==> config.mk <==
export PLATFORM = sky130hd
export DESIGN_NAME = ghost_catch_ctrl
export DESIGN_NICKNAME = d
export VERILOG_FILES = /design/src/rtl/ghost_pkg.sv /design/src/rtl/hit_box_cmp.sv /design/src/rtl/ghost_catch_ctrl.sv
export SDC_FILE = /design/constraint.sdc
export NUM_CORES = 1
export LEC_CHECK = 0
export BUFFER_PORTS_ARGS = -buffer_cell sky130_fd_sc_hd__buf_4
export CORE_MARGIN = 3
export CORE_UTILIZATION = 35
export DETAILED_ROUTE_END_ITERATION = 8
export GPL_ROUTABILITY_DRIVEN = 1
export PLACE_DENSITY = 0.54
export SYNTH_ARGS = -nofsm -noshare
export SYNTH_HDL_FRONTEND = slang
export SYNTH_SLANG_ARGS = --single-unit
==> constraint.sdc <==
create_clock -name clk -period 2.25 [get_ports clk]
set_clock_uncertainty 0.2 [all_clocks]
set_input_delay 0.1125 -clock clk [delete_from_list [all_inputs] [get_ports clk]]
set_output_delay 0.1125 -clock clk [all_outputs]
set_load 0.005 [all_outputs]
==> src/rtl/ghost_pkg.sv <==
// ghost_pkg: definitions shared by the ghost mover, the Pacman mover and the
// catch controller.
//   state_t  - catch controller FSM encoding (IDLE/PLAY/DYING/OVER)
//   X_W/Y_W  - playfield position widths
//   dir_t    - movement direction encoding used by the movers
package ghost_pkg;

  localparam int X_W = 10;
  localparam int Y_W = 9;

  typedef enum logic [1:0] {
    IDLE  = 2'd0,
    PLAY  = 2'd1,
    DYING = 2'd2,
    OVER  = 2'd3
  } state_t;

  typedef enum logic [1:0] {
    DIR_UP    = 2'd0,
    DIR_DOWN  = 2'd1,
    DIR_LEFT  = 2'd2,
    DIR_RIGHT = 2'd3
  } dir_t;

endpackage

==> src/rtl/hit_box_cmp.sv <==
// hit_box_cmp: purely combinational window compare between two points.
// overlap is high when |ax-bx| < HIT_DIST and |ay-by| < HIT_DIST.
// Positions are unsigned; the differences are taken one bit wider as signed
// values so that no wrap-around can occur.
//   ax, bx   in  X_W  X positions
//   ay, by   in  Y_W  Y positions
//   overlap  out 1    both axis distances inside the window
module hit_box_cmp
  import ghost_pkg::*;
#(
  parameter int unsigned HIT_DIST = 8
) (
  input  logic [X_W-1:0] ax,
  input  logic [Y_W-1:0] ay,
  input  logic [X_W-1:0] bx,
  input  logic [Y_W-1:0] by,
  output logic           overlap
);

  localparam logic [X_W:0] HIT_X = (X_W+1)'(HIT_DIST);
  localparam logic [Y_W:0] HIT_Y = (Y_W+1)'(HIT_DIST);

  logic signed [X_W:0] diff_x;
  logic signed [Y_W:0] diff_y;
  logic        [X_W:0] abs_x;
  logic        [Y_W:0] abs_y;

  // NOTE: combinational blocks use blocking '=' and assign every output on
  // every path, so no latch can be inferred.
  always_comb begin
    diff_x  = $signed({1'b0, ax}) - $signed({1'b0, bx});
    diff_y  = $signed({1'b0, ay}) - $signed({1'b0, by});
    // Magnitudes never exceed 2^X_W-1 / 2^Y_W-1, so negation cannot overflow.
    abs_x   = $unsigned(diff_x < 0 ? -diff_x : diff_x);
    abs_y   = $unsigned(diff_y < 0 ? -diff_y : diff_y);
    overlap = (abs_x < HIT_X) && (abs_y < HIT_Y);
  end

endmodule

==> src/rtl/ghost_catch_ctrl.sv <==
// ghost_catch_ctrl: debounces ghost/Pacman overlaps into catch events and
// sequences play, death-freeze, respawn and game-over.
//   clk        in   1   system clock
//   rst        in   1   asynchronous active-low reset
//   tick       in   1   movement step strobe; the only sampling point
//   start      in   1   start / restart request (honoured in IDLE and OVER)
//   pac_x/y    in   10/9 Pacman position
//   ghost_x/y  in   10/9 ghost position
//   state      out  2   IDLE=0, PLAY=1, DYING=2, OVER=3
//   lives      out  2   remaining lives
//   hit        out  1   one-cycle pulse on a catch
//   respawn    out  1   one-cycle pulse, movers reload start positions
//   freeze     out  1   movers hold position while high
//   game_over  out  1   high in OVER
module ghost_catch_ctrl
  import ghost_pkg::*;
#(
  parameter int unsigned HIT_DIST      = 8,
  parameter int unsigned HOLD_TICKS    = 2,
  parameter int unsigned LIVES         = 3,
  parameter int unsigned RESPAWN_TICKS = 120
) (
  input  logic           clk,
  input  logic           rst,
  input  logic           tick,
  input  logic           start,
  input  logic [X_W-1:0] pac_x,
  input  logic [Y_W-1:0] pac_y,
  input  logic [X_W-1:0] ghost_x,
  input  logic [Y_W-1:0] ghost_y,
  output logic [1:0]     state,
  output logic [1:0]     lives,
  output logic           hit,
  output logic           respawn,
  output logic           freeze,
  output logic           game_over
);

  localparam int unsigned      TIMER_W    = $clog2(RESPAWN_TICKS + 1);
  localparam logic [2:0]       HOLD       = 3'(HOLD_TICKS);
  localparam logic [1:0]       LIVES_INIT = 2'(LIVES);
  localparam logic [TIMER_W-1:0] TIMER_INIT = TIMER_W'(RESPAWN_TICKS);

  state_t             state_q;
  logic [2:0]         cnt;
  logic [2:0]         cnt_inc;
  logic [TIMER_W-1:0] timer;
  logic               overlap;

  hit_box_cmp #(
    .HIT_DIST(HIT_DIST)
  ) u_hit_box (
    .ax     (pac_x),
    .ay     (pac_y),
    .bx     (ghost_x),
    .by     (ghost_y),
    .overlap(overlap)
  );

  // Saturating increment of the consecutive-overlap counter.
  assign cnt_inc = (cnt >= HOLD) ? HOLD : cnt + 3'd1;
  assign state   = state_q;

  // NOTE: sequential state uses non-blocking '<=' so every register samples
  // the pre-edge values regardless of statement order.
  always_ff @(posedge clk or negedge rst) begin
    if (!rst) begin
      state_q   <= IDLE;
      lives     <= LIVES_INIT;
      hit       <= 1'b0;
      respawn   <= 1'b0;
      freeze    <= 1'b1;
      game_over <= 1'b0;
      cnt       <= 3'd0;
      timer     <= '0;
    end else begin
      // Pulses default low; at most one branch below raises one of them.
      hit     <= 1'b0;
      respawn <= 1'b0;

      case (state_q)
        IDLE: begin
          freeze <= 1'b1;
          if (start) begin
            state_q <= PLAY;
            lives   <= LIVES_INIT;
            cnt     <= 3'd0;
            freeze  <= 1'b0;
          end
        end

        PLAY: begin
          if (tick) begin
            if (!overlap) begin
              cnt <= 3'd0;
            end else begin
              cnt <= cnt_inc;
              if (cnt_inc == HOLD) begin
                hit   <= 1'b1;
                lives <= lives - 2'd1;
                freeze <= 1'b1;
                if (lives == 2'd1) begin
                  state_q   <= OVER;
                  game_over <= 1'b1;
                end else begin
                  state_q <= DYING;
                  timer   <= TIMER_INIT;
                end
              end
            end
          end
        end

        DYING: begin
          freeze <= 1'b1;
          if (tick) begin
            if (timer == TIMER_W'(1)) begin
              timer   <= '0;
              respawn <= 1'b1;
              cnt     <= 3'd0;
              freeze  <= 1'b0;
              state_q <= PLAY;
            end else begin
              timer <= timer - TIMER_W'(1);
            end
          end
        end

        OVER: begin
          freeze    <= 1'b1;
          game_over <= 1'b1;
          if (start) begin
            state_q   <= PLAY;
            lives     <= LIVES_INIT;
            cnt       <= 3'd0;
            game_over <= 1'b0;
            freeze    <= 1'b0;
          end
        end

        default: state_q <= IDLE;
      endcase
    end
  end

endmodule
Word level (Yosys, flattened, before mapping) --
Index checks and enable logic that the tools add are counted.
Word-level totals: bits in registers 18, word-level logic and storage cells 94, output and inout port bits 8, bits of input ports 42
Operators by class: $lt $le $gt $ge 5, add/sub/neg operators 7, reduce and logical (&&, ||, !) cells 12, equal/unequal tests 14, mux-type cells 48
Operators by type and width (number):
- $mux 7 | 6
- $mux 2 | 10
- $mux 1 | 18
- $mux 3 | 6
- $ne 2x2->1 const B | 7
- $pmux 7 s2 | 1
- $reduce_and 6->1 | 2
- $lt 11x1->1 const B | 1
- $lt 11x4->1 const B | 1
- $mux 11 | 1
- $neg 11->11 | 1
- $sub 10x10->11 | 1
- $lt 10x1->1 const B | 1
- $lt 10x4->1 const B | 1
- $mux 10 | 1
- $neg 10->10 | 1
- $reduce_and 5->1 | 2
- $sub 9x9->10 | 1
- $pmux 3 s3 | 1
- $eq 7x1->1 const B | 1
- $sub 7x1->7 const B | 1
- $pmux 2 s3 | 1
- $reduce_bool 2->1 | 3
- $eq 2x1->1 const B | 2
- other kinds (14) | 15

Longest topological paths before layout --
Gate-level depths: netlist (run 1).
word-level depth 8, depth in mapped cells 14, mapped depth without buffers 14

By module --
Synthesis (run 1) repeated with hierarchy kept, for this count alone.
Second synthesis, totals: cells, all modules 258, area, all modules 2184.6 sq um
By module, submodules not included:
- ghost_catch_ctrl | area an instance 1152.4 sq um, cells an instance 114, times used 1, seq. area each 454.2 sq um
- hit_box_cmp | area an instance 1032.2 sq um, cells an instance 144, times used 1, seq. area each 0.0 sq um

Least setup slack after synthesis (run 1) --
No wires, ideal clock.
path kind in2reg, start point in pac_y[0], end point reg timer[2], stages 14, library setup time 0.122 ns, arrival time 2.765 ns, slack -0.837 ns, buffers on the path 0, data required time 1.928 ns, cell sequence inv_1 ha_1 inv_1 fa_1 a21o_1 a21oi_1 xnor2_1 a2111oi_1 a211o_1 a211oi_1 nand4b_4 o22ai_4 o21ai_1 a32o_1
On the way: cells in the longest elaborated chain, start to end 7, elaborated cells between the ends (all ways) 8, those cells by class add/sub (2); order compare (2); eq/ne (1); mux (1); reduce/logical (2)
Ends and longest elaborated chain:
- from (decl) | line ghost_catch_ctrl.sv:28 | input logic [Y_W-1:0] pac_y,
- $sub 9x9->10 * | line hit_box_cmp.sv:32 | diff_y = $signed({1'b0, ay}) - $signed({1'b0, by});
- $neg 10->10 / $lt 10x1->1 (equally long branches) | line hit_box_cmp.sv:35 | abs_y = $unsigned(diff_y < 0 ? -diff_y : diff_y);
- $mux 10 * | line hit_box_cmp.sv:35
- $lt 10x4->1 * | line hit_box_cmp.sv:36 | overlap = (abs_x < HIT_X) && (abs_y < HIT_Y);
- $logic_and 1x1->1 * | line hit_box_cmp.sv:36
- $ne 2x2->1 (no source line) *
- $reduce_and 6->1 (no source line) *
- to (signal assigned) | line ghost_catch_ctrl.sv:124 | timer <= timer - TIMER_W'(1);
- to (decl) | line ghost_catch_ctrl.sv:47 | logic [TIMER_W-1:0] timer;
Mark *: on every way between the ends. The rest lies on a longest branch, timed or not. A chain may end at the register's enable or synchronous reset.

Worst setup path after layout (run 1) --
Same ends and word-level chain as after synthesis.

==> results of run 1 <==
==> where the power goes <==
group          leakage (nW)  switching, mW  total, mW  internal (mW)
combinational          1.53          0.756       1.53          0.773
sequential            0.210         0.0923      0.542          0.450
clock                0.0288          0.116      0.272          0.156
total                  1.77          0.964       2.34           1.38
==> final timing paths <==
kind / from / end / slack (ps) / cells past startpoint
min reg2reg: freeze / freeze / 310 / 2
min: tick / hit / 40 / 3
max reg2reg: cnt[0] / timer[2] / 10 / 8
max: pac_y[0] / timer[2] / -670 / 15
max in group asynchronous: rst / lives[0] / 1540 / 2
min in group asynchronous: rst / hit / 60 / 2
==> repair_timing <==
item                                   in CTS  in global routing
endpoints found under the hold margin      19                  0
setup endpoints to repair                  17                 17
buffers inserted                            4                  2
pin swaps                                  16                  6
hold buffers                                2                  0
gates resized for setup                    14                 14
==> placed cells by master, fill, tap and decap left out, types with 4 or more instances in the layout <==
cell,n
buf_4,115
inv_1,32
ha_1,25
nand2_1,21
nor2_1,21
a21oi_1,18
dfrtp_1,15
o21ai_0,12
nand3_1,8
o211ai_1,5
xnor2_1,5
mux2i_1,5
nand4_1,5
nand3b_1,4
xor2_1,4
nand2b_1,4
a21oi_2,4
nand4b_1,4
or3_1,4
and3_1,4
a21o_1,4
nor3_1,4
a22o_1,4
clkbuf_8,4
==> cell type report <==
| cell class | instances | share of cell area, % |
|---|---|---|
| multi-input cells | 237 | 53.7 |
| repair buffers | 121 | 25.6 |
| flip-flops and latches | 18 | 12.5 |
| inverters | 36 | 4.12 |
| well taps | 77 | 2.64 |
| clock buffers | 4 | 1.51 |
==> flip-flops by register name, indices dropped and copies added (netlist names) <==
| register | cells |
|---|---|
| timer | 7 |
| cnt | 3 |
| lives | 2 |
| state | 2 |
| freeze | 1 |
| game_over | 1 |
| hit | 1 |
| respawn | 1 |
==> per-stage QoR <==
stage | power (mW) | instance area, sq um | cells | hold WS [ps]
after global routing | 2.54 | 3640 | 493 | 43.4
after global placement | 1.97 | 3400 | 481 | -199
after CTS | 2.30 | 3560 | 491 | 38.2
after floorplan | 1.45 | 2490 | 299 | -383
final | 2.34 | 3640 | 493 | 37.0
after detailed placement | 1.98 | 3400 | 481 | -199
==> tightest hold or removal path: cells and delay by family <==
family                 cells  cell delay [ps]
AND/OR/NAND/NOR            2              220
buffers and inverters      1              130
==> cell families after synthesis <==
family | count (synthesis) | synth area share, %
AND/OR/NAND/NOR | 109 | 25.9
multiplexers | 5 | 2.07
XOR/XNOR | 11 | 3.99
AO/OA/AOI/OAI | 83 | 26.3
flip-flops | 18 | 18.8
buffers and inverters | 44 | 7.30
adder cells (fa/ha/maj) | 29 | 15.6
==> routing by layer <==
| metal | vias to the layer above | global-route usage, % | share of wire [%] |
|---|---|---|---|
| met3 | 2 | 2.30 | 3.3 |
| li1 | 1326 | - | - |
| met5 | - | 0 | 0 |
| met4 | 0 | 1.22 | 0.35 |
| met1 | 1141 | 20.3 | 48 |
| met2 | 37 | 27.2 | 48 |
==> reports/results.txt, run 1 <==
Status = complete, but fails checks
Failing checks = negative setup slack
CP max FO = 8
CTS root buf = clkbuf_8
GPL Wtd Cong = 0.827
VDD IR max = 656 uV
Max_cap viols = 0
Largest cells by area after synthesis = dfrtp_1 (16%), ha_1 (14%), inv_1 (5.6%), a21oi_1 (4.6%), nand2_1 (3.4%)
Critical Path RT = 2200 ps
Final layout net count = 488
Height of the die = 89.1 microns
Core Box Area = 6530 sq um
Synthesized cell area = 2420 sq um
Hpwl dp = 4840 microns
Area of the multi-input gates = 1960 sq um
Yosys reg bits = 18
Port Buffers = 49
Critical path cell sequence = buf_8 -> inv_12 -> ha_4 -> inv_2 -> fa_2 -> a21o_1 -> a221oi_4 -> buf_4 -> xor2_1 -> or4b_4 -> nand3_2 -> nand4b_4 -> o22ai_4 -> o21ai_1 -> a32o_1
Synth warnings = 0
Worst slack at placement = -1110 ps
Max_slew headroom = 71.0%
CTS Sinks = 18
P_leak = 1.77 nW
CP peak stage delay = 520 ps
Die width = 89.1 microns
Largest net degree at the start of global routing = 19
Total gr overflow = 0
TritonCTS Buffers = 3
Final slew viol count = 0
DRT Pass-1 Iters = 4
Synth top area share = 15.5%
Avg Inst Size Synth = 8.08 sq um
Endpoint class of the critical path = flip-flop
Antenna diodes = 0
Reg area = 454 sq um
Worst-path clk slew = 70 ps
Synth-to-Final Area Change = 50.7%
Via density = 5.08
Syn nets = 370
Crit path arrival time = 2870 ps
Slack of the critical path = -673 ps
Period utilisation layout = 130%
Initial antenna violation count = 0
Fmax = 0.342 GHz
Worst skew pair latency = 260 ps
First-pass GRT wire length = 10,100 microns
Post-DRT Antenna Nets = 0
Hold Violations, Final = 0
Worst-path cell with the longest stage delay = or4b_4
Post-synth EDFFs = 0
Sequential fraction of the synthesis area = 18.8%
H-tree depth = 1
I/O pin count = 50
Worst hold path class = in -> reg
RSZ-0062 raised after global routing = yes
Most common cell in the netlist = inv_1
Synthesized netlist cell count = 299
Power Density = 643 nW/um^2
Total number of vias = 2,506
Vias in the first global route = 2,377
Leading area contributor after synthesis = dfrtp_1
Setup total negative slack = -10,400 ps
WS Path Type = in -> reg
Share of layout cells above drive strength 1 = 42.1%
Fraction of registers with async set/reset = 100%
Routed wire per std cell = 12.0 microns
DIE AREA = 7940 sq um
WP buf/inv = 4
Residual DRC count = 0
Cell variety after synth = 70
Fillers = 625
Clock Path Buffers = 2
Final WL = 5940 microns
Primary FF master, synth = dfrtp_1
Cell row count = 29
Critical path startpoint category = primary input
Gr usage total = 15.3%
Crit-path leading delay family = compound AO/OA/AOI/OAI gates
CTS tree = built
Detailed Route Iter0 Violations = 66
Commonest cells post-synth = inv_1 (36), ha_1 (27), a21oi_1 (22), nand2_1 (22), nor2_1 (22)
Starting density of the core = 37.0%
Least-Margin Pin Slew = 434 ps
Final Critical Period = 2920 ps
Final setup vio count = 17
Post-Route Utilization = 55.8%
Note: power is estimated with default switching activity, not from simulation.
==> run 2: changes to the inputs <==
--- a/config.mk
+++ b/config.mk
@@ -5,12 +5,13 @@
 export SDC_FILE = /design/constraint.sdc
 export NUM_CORES = 1
 export LEC_CHECK = 0
-export BUFFER_PORTS_ARGS = -buffer_cell sky130_fd_sc_hd__buf_4
 export CORE_MARGIN = 3
 export CORE_UTILIZATION = 35
 export DETAILED_ROUTE_END_ITERATION = 8
+export DONT_BUFFER_PORTS = 1
 export GPL_ROUTABILITY_DRIVEN = 1
-export PLACE_DENSITY = 0.54
+export HOLD_SLACK_MARGIN = 0.1
+export PLACE_DENSITY = 0.48
 export SYNTH_ARGS = -nofsm -noshare
 export SYNTH_HDL_FRONTEND = slang
 export SYNTH_SLANG_ARGS = --single-unit
==> reports/results.txt, run 2 (same netlist as run 1, synthesis figures left out) <==
Minimum hold slack = 97.8 ps (was 37.0 ps)
Worst skew pair latency = 260 ps (about the same)
DIE AREA = 7940 sq um (unchanged)
Power Density = 664 nW/um^2 (was 643 nW/um^2)
WS Path Type = in -> reg (unchanged)
Routed wire per std cell = 13.1 microns (was 12.0 microns)
Hold Violations, Final = 0 (unchanged)
Residual DRC count = 0 (unchanged)
Total number of vias = 2,392 (was 2,506)
H-tree depth = 1 (unchanged)
Clock Path Buffers = 2 (unchanged)
Net Sw Frac = 42.7% (was 41.1%)
Cell row count = 29 (unchanged)
Non-filler cells, final = 451 (was 493)
Worst-path cell with the longest stage delay = or3_4 (was or4b_4)
Port Buffers = 0 (was 49)
GR Util met2 = 25.3% (was 27.2%)
Synth-to-Final Area Change = 37.8% (was 50.7%)
TritonCTS Buffers = 3 (unchanged)
DRT Pass-1 Iters = 4 (unchanged)
Gr usage total = 15.2% (was 15.3%)
GRT Max-Usage Layer = met2 (unchanged)
Largest net degree at the start of global routing = 19 (unchanged)
Initial antenna violation count = 0 (unchanged)
Max_slew headroom = 42.7% (was 71.0%)
Vias in the first global route = 2,269 (was 2,377)
Final WL = 5890 microns (was 5940 microns)
Top reg by flops = timer (unchanged)
Post-DRT Antenna Nets = 0 (unchanged)
Met3 Use GR = 2.95% (was 2.30%)
Final Power = 2.21 mW (was 2.34 mW)
Hpwl dp = 4760 microns (was 4840 microns)
VDD IR max = 540 uV (was 656 uV)
Die width = 89.1 microns (unchanged)
Slack of the critical path = -568 ps (was -673 ps)
Starting density of the core = 37.0% (unchanged)
Least-Margin Pin Slew = 857 ps (was 434 ps)
Commonest non-fill, non-tap cells in the layout = buf_4 (72), inv_1 (31), ha_1 (25), nand2_1 (22), nor2_1 (22) (was buf_4 (115), inv_1 (32), ha_1 (25), nand2_1 (21), nor2_1 (21))
Critical path startpoint category = primary input (unchanged)
Setup total negative slack = -8180 ps (was -10,400 ps)
Detailed Route Iter0 Violations = 95 (was 66)
Crit path arrival time = 2810 ps (was 2870 ps)
Clock share of power = 11.0% (was 11.6%)
Endpoint class of the critical path = flip-flop (unchanged)
Via density = 5.30 (was 5.08)
Core Box Area = 6530 sq um (unchanged)
Share of layout cells above drive strength 1 = 34.2% (was 42.1%)
Commonest non-fill, non-tap cell in the layout = buf_4 (unchanged)
CTS tree = built (unchanged)
First-pass GRT wire length = 9880 microns (was 10,100 microns)
CP max FO = 5 (was 8)
Placed insts = 439 (was 481)
Height of the die = 89.1 microns (unchanged)
CTS Sinks = 18 (unchanged)
Power share of the sequential group = 24.4% (was 23.1%)
GPL Wtd Cong = 0.831 (was 0.827)
Final setup vio count = 17 (unchanged)
Final Critical Period = 2820 ps (was 2920 ps)
Cell internal pwr = 1.27 mW (was 1.38 mW)
Switching Power = 0.946 mW (was 0.964 mW)
Antenna diodes = 0 (unchanged)
Failing checks = negative setup slack (unchanged)
RSZ-0062 raised after global routing = yes (unchanged)
Worst hold path class = in -> reg (unchanged)
Critical path cell sequence = clkinv_16 -> ha_4 -> inv_2 -> fa_2 -> a21o_1 -> a221oi_4 -> buf_4 -> xor2_2 -> a211o_1 -> and2_1 -> or3_4 -> o31ai_4 -> a21oi_1 -> a31o_1 (was buf_8 -> inv_12 -> ha_4 -> inv_2 -> fa_2 -> a21o_1 -> a221oi_4 -> buf_4 -> xor2_1 -> or4b_4 -> nand3_2 -> nand4b_4 -> o22ai_4 -> o21ai_1 -> a32o_1)
Total gr overflow = 0 (unchanged)
Final slew viol count = 0 (unchanged)
Max_cap viols = 0 (unchanged)
Fmax = 0.355 GHz (was 0.342 GHz)
Status = complete, but fails checks (unchanged)
Critical Path RT = 2240 ps (was 2200 ps)
CP peak stage delay = 380 ps (was 520 ps)
Comb pwr share = 64.6% (was 65.3%)
Met1 Track Usage GR = 20.9% (was 20.3%)
Max reg flops = 7 (unchanged)
Worst-path clk slew = 70 ps (about the same)
Final layout net count = 446 (was 488)
Period utilisation layout = 125% (was 130%)
P_leak = 1.56 nW (was 1.77 nW)
I/O pin count = 50 (unchanged)
CTS root buf = clkbuf_8 (unchanged)
Biggest regs = timer (7), cnt (3) (unchanged)
run 2: worst paths after layout:
| check | slack [ps] | endpoint | cells after the start | from |
|---|---|---|---|---|
| min in group asynchronous | 200 | timer[2] | 1 | rst |
| max | -570 | lives[0] | 14 | pac_y[0] |
| min | 100 | timer[6] | 4 | tick |
| max in group asynchronous | 1110 | game_over | 1 | rst |
| max reg2reg | 30 | timer[2] | 8 | cnt[1] |
| min reg2reg | 320 | freeze | 2 | freeze |
run 2: per-stage QoR:
| step | instance area [sq um] | setup WS, ps | util, % |
|---|---|---|---|
| CTS | 3280 | -556 | 50.2 |
| global route | 3330 | -705 | 51.0 |
| floorplan | 2490 | -751 | - |
| detailed placement | 3080 | -960 | 47.2 |
| finish | 3330 | -568 | 51.0 |
| global placement | 3080 | -889 | 47.2 |
run 2: critical path, delay by kind of cell:
| family | cells | cell delay (ps) |
|---|---|---|
| compound gates | 6 | 1370 |
| xor+xnor | 1 | 90 |
| fa+ha+maj | 2 | 450 |
| buf+inv | 3 | 230 |
| simple gates | 2 | 550 |
run 2: timing repair:
action | 4_1_cts | 5_1_grt
gates resized for setup | 18 | 8
cloned | 0 | 0
setup endpoints to repair | 17 | 17
buffers inserted | 3 | 0
hold buffers | 4 | 1
endpoints found under the hold margin | 27 | 5
pin swaps | 14 | 6
run 2: cell type report:
class	instances	area, sq um
sequential	18	454
clock buffer	4	45.0
multi-input combinational	237	1960
fill	637	3200
inverter	36	161
tap	77	96.3
timing repair buffer	79	613
run 2: metal layers:
| layer | up-vias | share of wire, % |
|---|---|---|
| li1 | 1246 | - |
| met1 | 1099 | 49 |
| met2 | 45 | 46 |
| met3 | 2 | 3.9 |
| met4 | 0 | 0.48 |
| met5 | - | 0 |
run 2: power by group through the flow:
stage | Combinational, mW | Clock (mW) | Sequential, mW
finish | 1.43 | 0.244 | 0.540
global route | 1.60 | 0.262 | 0.559
CTS | 1.41 | 0.251 | 0.542
detailed placement | 1.31 | 0 | 0.547
global placement | 1.31 | 0 | 0.549
floorplan | 0.917 | 0 | 0.534
